[config.mk]
export PLATFORM = sky130hd
export DESIGN_NAME = debounce_filter
export DESIGN_NICKNAME = d
export VERILOG_FILES = /design/src/rtl/debounce_filter.sv
export SDC_FILE = /design/constraint.sdc
export NUM_CORES = 1
export LEC_CHECK = 0
export ABC_CLOCK_PERIOD_IN_PS = 2370
export BUFFER_PORTS_ARGS = -buffer_cell sky130_fd_sc_hd__buf_2
export CAP_MARGIN = 5
export CORE_AREA = 2 2 39 41
export DETAILED_ROUTE_END_ITERATION = 10
export DIE_AREA = 0 0 41 43
export HOLD_SLACK_MARGIN = 0.05
export PLACE_DENSITY_LB_ADDON = 0.12
export SKIP_CTS_REPAIR_TIMING = 1
export SLEW_MARGIN = 20
export SYNTH_ARGS = -nofsm -noshare
export SYNTH_HDL_FRONTEND = slang
export SYNTH_SLANG_ARGS = --single-unit
[constraint.sdc]
create_clock -name clk -period 2.37 [get_ports clk]
set_input_delay 0.237 -clock clk [delete_from_list [all_inputs] [get_ports clk]]
set_output_delay 0.237 -clock clk [all_outputs]
set_load 0.01 [all_outputs]
[src/rtl/debounce_filter.sv]
// ---------------------------------------------------------------------------
// debounce_filter
//
// Turns a raw asynchronous level (button, switch, external strobe) into a
// clean level that is synchronous to clk. The input first passes through a
// SYNC_STAGES flip-flop synchronizer. A hold-time filter then accepts a new
// level only after it has been sampled HOLD_CYCLES times in a row. The output
// is meant to feed an edge detector directly.
//
// Parameters:
//   SYNC_STAGES  synchronizer depth, 2..4
//   HOLD_CYCLES  consecutive samples a new level must hold, >= 1
//   RESET_LEVEL  level held by the sync chain and sig_out during reset
//
// Ports:
//   clk         in   single clock, all state updates on posedge
//   reset_n     in   synchronous, active-low reset
//   sig_in      in   raw input, asynchronous to clk
//   sig_out     out  debounced level, registered
//   busy        out  high while a candidate level change is being qualified
//   rise_pulse  out  one-clk pulse when sig_out first shows 1 (optional)
//   fall_pulse  out  one-clk pulse when sig_out first shows 0 (optional)
//
// Build option:
//   DEBOUNCE_EDGE_EN  when defined, adds rise_pulse/fall_pulse and their
//                     registers. sig_out and busy timing are the same in
//                     both builds.
// ---------------------------------------------------------------------------
module debounce_filter #(
  parameter int SYNC_STAGES = 2,
  parameter int HOLD_CYCLES = 16,
  parameter bit RESET_LEVEL = 1'b0
) (
  input  logic clk,
  input  logic reset_n,
  input  logic sig_in,
  output logic sig_out,
  output logic busy
`ifdef DEBOUNCE_EDGE_EN
  ,
  output logic rise_pulse,
  output logic fall_pulse
`endif
);

  localparam int CNT_W = $clog2(HOLD_CYCLES + 1);
  localparam logic [CNT_W-1:0] CNT_ONE  = CNT_W'(1);
  localparam logic [CNT_W-1:0] CNT_LAST = CNT_W'(HOLD_CYCLES - 1);

  typedef enum logic {
    STABLE   = 1'b0,
    SETTLING = 1'b1
  } state_t;

  logic [SYNC_STAGES-1:0] sync_q;
  logic [SYNC_STAGES-1:0] sync_d;
  logic                   sq;
  state_t                 state_q;
  logic [CNT_W-1:0]       cnt_q;
  logic                   out_q;
`ifdef DEBOUNCE_EDGE_EN
  logic                   rise_q;
  logic                   fall_q;
`endif

  // The synchronizer shifts toward the MSB. Only its last stage reaches the filter.
  assign sync_d = {sync_q[SYNC_STAGES-2:0], sig_in};
  assign sq     = sync_q[SYNC_STAGES-1];

  always_ff @(posedge clk) begin
    if (!reset_n) begin
      sync_q  <= {SYNC_STAGES{RESET_LEVEL}};
      out_q   <= RESET_LEVEL;
      cnt_q   <= '0;
      state_q <= STABLE;
`ifdef DEBOUNCE_EDGE_EN
      rise_q  <= 1'b0;
      fall_q  <= 1'b0;
`endif
    end else begin
      sync_q <= sync_d;
`ifdef DEBOUNCE_EDGE_EN
      rise_q <= 1'b0;
      fall_q <= 1'b0;
`endif
      case (state_q)
        STABLE: begin
          if (sq != out_q) begin
            if (HOLD_CYCLES == 1) begin
              // A single sample is enough, so the level is accepted at once.
              out_q <= sq;
`ifdef DEBOUNCE_EDGE_EN
              rise_q <= sq;
              fall_q <= ~sq;
`endif
            end else begin
              // This sample is the first of the HOLD_CYCLES samples needed.
              cnt_q   <= CNT_ONE;
              state_q <= SETTLING;
            end
          end
        end
        SETTLING: begin
          if (sq == out_q) begin
            // The glitch ended. Drop the candidate and keep the output.
            cnt_q   <= '0;
            state_q <= STABLE;
          end else if (cnt_q == CNT_LAST) begin
            out_q   <= sq;
            cnt_q   <= '0;
            state_q <= STABLE;
`ifdef DEBOUNCE_EDGE_EN
            rise_q  <= sq;
            fall_q  <= ~sq;
`endif
          end else begin
            cnt_q <= cnt_q + CNT_ONE;
          end
        end
        default: begin
          cnt_q   <= '0;
          state_q <= STABLE;
        end
      endcase
    end
  end

  assign sig_out = out_q;
  assign busy    = (state_q == SETTLING);
`ifdef DEBOUNCE_EDGE_EN
  assign rise_pulse = rise_q;
  assign fall_pulse = fall_q;
`endif

endmodule
==> metrics.md <==
| Metric | Value |
|---|---|
| RSZ-0062 raised after global routing | `no` |
| Clock Tree Buf Depth | `2` |
| Core area | `1384 µm²` |
| Number of port buffers | `4` |
| Worst Setup Start Kind | `flip-flop` |
| Die height | `43 µm` |
| Worst r2r dst | `sig_out` |
| GPL Wtd Cong | `0.7750` |
| Fraction of layout cells with a size suffix above 1 | `23.08%` |
| DRC violations left | `0` |
| Combined area of the multi-input logic cells | `224.0 µm²` |
| Count of final max-slew check failures | `0` |
| Actual slew at the worst max-slew pin | `0.3099 ns` |
| Placed inst area | `462.9 µm²` |
| Crit path DAT | `1.64 ns` |
| Routed vias | `355` |
| Num rows | `14` |
| Net Count, Synth | `50` |
| Leakage power | `0.1910 nW` |
| Total Wirelength | `873 µm` |
| Worst Min Path Start | `sig_in` |
| Synth Instances | `46` |
| Period utilization | `60.99%` |
| Fin crit period | `1.446 ns` |
| Worst setup EP type | `flip-flop` |
| Number of vias per cell | `5.221` |
| Nets | `57` |
| Final Skew | `0.001852 ns` |
| Clock Latency Late Sink | `0.26 ns` |
| DR iter-0 viols | `5` |
| Initial antenna violation count | `0` |
| Total negative setup slack | `0 ns` |
| Area grow syn2layout | `12.36%` |
| Worst R2R Start | `cnt_q[0]` |
| Ys Warns | `0` |
| Final Cell Area | `489.2 µm²` |
| Grt ovf | `0` |
| Status | `finished clean` |
| Antenna-violating nets left | `0` |
| Hold crit path type | `primary input to flip-flop` |
| Total track usage | `13.12%` |
| First-pass GRT wire length | `1538 µm` |
| Yosys reg bits | `9` |
| Non-filler cells, final | `68` |
| WP data required | `2.56 ns` |
| Worst relative slew slack | `79.31%` |
| Setup violations, final | `0` |
| Die Span X | `41 µm` |
| Initial Utilization | `31.46%` |
| Critical Setup Path Class | `flip-flop to flip-flop` |
| Maximum vdd drop | `0.2900 mV` |
| Vias in the first global route | `350` |
| Worst-path clk slew | `0.06 ns` |
| ANT cells | `0` |
| Hold Crit Endpoint | `sync_q[0]` |
| Worst R2R Path Depth | `4` |
| Largest net degree at the start of global routing | `13` |
| Netlist Area Pre-Place | `435.4 µm²` |
| Syn avg cell area | `9.466 µm²` |
| Clock Tree Root | `clkbuf_4` |
| Num CTS Buffers | `3` |
| Final hold vios | `0` |
| Die area | `1763 µm²` |
| CTS tree | `yes` |
| Drt pass-1 iters | `3` |
| CP Max Fanout | `4` |
| Wire per inst | `12.84 µm` |
| Estimated wirelength of the detail-placed design | `623 µm` |
| Register-to-register path setup slack | `0.92 ns` |
| Max Freq | `691.8 MHz` |
| Post-synthesis sequential area ratio | `41.38%` |
| Number of max-cap violations | `0` |
| Register area | `180.2 µm²` |
| Placed Cells | `64` |
| # fillers | `148` |
| IO Pins | `5` |
| PD cells | `591.6 nW/µm²` |
| Yosys cell types | `28` |
| Clock sink count | `9` |
| Hold path cells | `2` |
| H-tree levels | `1` |
how the worst max path moves through the flow:
stage	cells past startpoint	startpoint	slack (ns)	endpoint
floorplan	4	cnt_q[0]	1.09	sig_out
global placement	4	cnt_q[1]	1.04	sig_out
detailed placement	4	cnt_q[0]	1.01	sig_out
CTS	4	cnt_q[0]	0.94	sig_out
global route	4	cnt_q[0]	0.85	sig_out
finish	4	cnt_q[0]	0.92	sig_out
metal layers:
metal | vias to the layer above | share of wire, % | GRT usage [%]
met5 | - | 0 | 0
met4 | 0 | 0.46 | 8.000
met3 | 2 | 2.9 | 4.712
met2 | 4 | 52 | 17.81
met1 | 165 | 45 | 16.99
li1 | 184 | - | -
logic make-up after synthesis:
group	Yosys count	synth area share, %
adders and majority gates	1	2.873
AOI/OAI and AO/OA	9	13.79
buffers and inverters	6	7.182
and+or+nand+nor	20	32.76
DFF	9	41.38
xor gates and xnor gates	1	2.012
synth_stat cells:
| library cell | number | area, µm² |
|---|---|---|
| or4b_1 | 2 | 20.02 |
| or3_1 | 1 | 6.260 |
| o21ai_0 | 1 | 5.000 |
| and4b_2 | 1 | 11.26 |
| or3b_1 | 1 | 8.760 |
| buf_4 | 2 | 15.01 |
| xor2_1 | 1 | 8.760 |
| nor2_1 | 1 | 3.750 |
| or2b_1 | 1 | 7.510 |
| nand2b_1 | 1 | 6.260 |
| inv_2 | 1 | 3.750 |
| dfxtp_1 | 9 | 180.2 |
| nand3_2 | 1 | 10.01 |
| nand2_1 | 2 | 7.510 |
| inv_1 | 2 | 7.510 |
| and4b_1 | 1 | 10.01 |
| ha_1 | 1 | 12.51 |
| o211ai_1 | 1 | 7.510 |
| o31ai_1 | 1 | 7.510 |
| and2_1 | 2 | 12.51 |
| o31a_1 | 1 | 8.760 |
| o311a_2 | 1 | 11.26 |
| a21oi_1 | 4 | 20.02 |
| clkbuf_2 | 1 | 5.000 |
| nand4b_1 | 1 | 8.760 |
| nand3_1 | 2 | 10.01 |
| nand4_1 | 2 | 12.51 |
| nor3b_1 | 1 | 7.510 |
state kept, by name (all words and copies together), names as in the netlist:
| signal | cells |
|---|---|
| busy | 1 |
| sig_out | 1 |
| sync_q | 2 |
| cnt_q | 5 |
per-stage QoR:
step	util (%)	hold WS, ns	total power [mW]	worst slack [ns]
2_1_floorplan	-	0.3643	0.1701	1.088
3_3_place_gp	33.45	0.4243	0.1735	1.036
3_5_place_dp	33.45	0.4464	0.1739	1.008
4_1_cts	35.35	0.1765	0.2921	0.9370
5_1_grt	35.35	0.1889	0.3033	0.8461
6_report	35.35	0.1804	0.2894	0.9245
where the power goes:
part | switching [mW] | internal (mW)
Combinational | 0.00764 | 0.00584
Sequential | 0.00284 | 0.154
Clock | 0.0539 | 0.0649
Total | 0.0644 | 0.225
worst max-delay path: stages (launching register included):
cell and delay [ns]:
dfxtp_1 0.38, ha_1 0.23, nand3_2 0.12, or4b_1 0.49, a21oi_1 0.15
cell usage in the layout, fill, tap and decap left out, types with 2 or more instances in the layout:
cell type	n
dfxtp_1	9
a21oi_1	4
buf_2	4
clkbuf_4	3
inv_1	2
and2_1	2
nand3_1	2
nand2_1	2
or4b_1	2
nand4_1	2
layout make-up:
cell class                 instances  area share, %
clock buffer                       4          5.371
inverter                           3          2.302
multi-input combinational         31          45.78
sequential                         9          36.83
timing repair buffer               5          5.627
tap                               16          4.092
(Power assumes the default switching activity.)
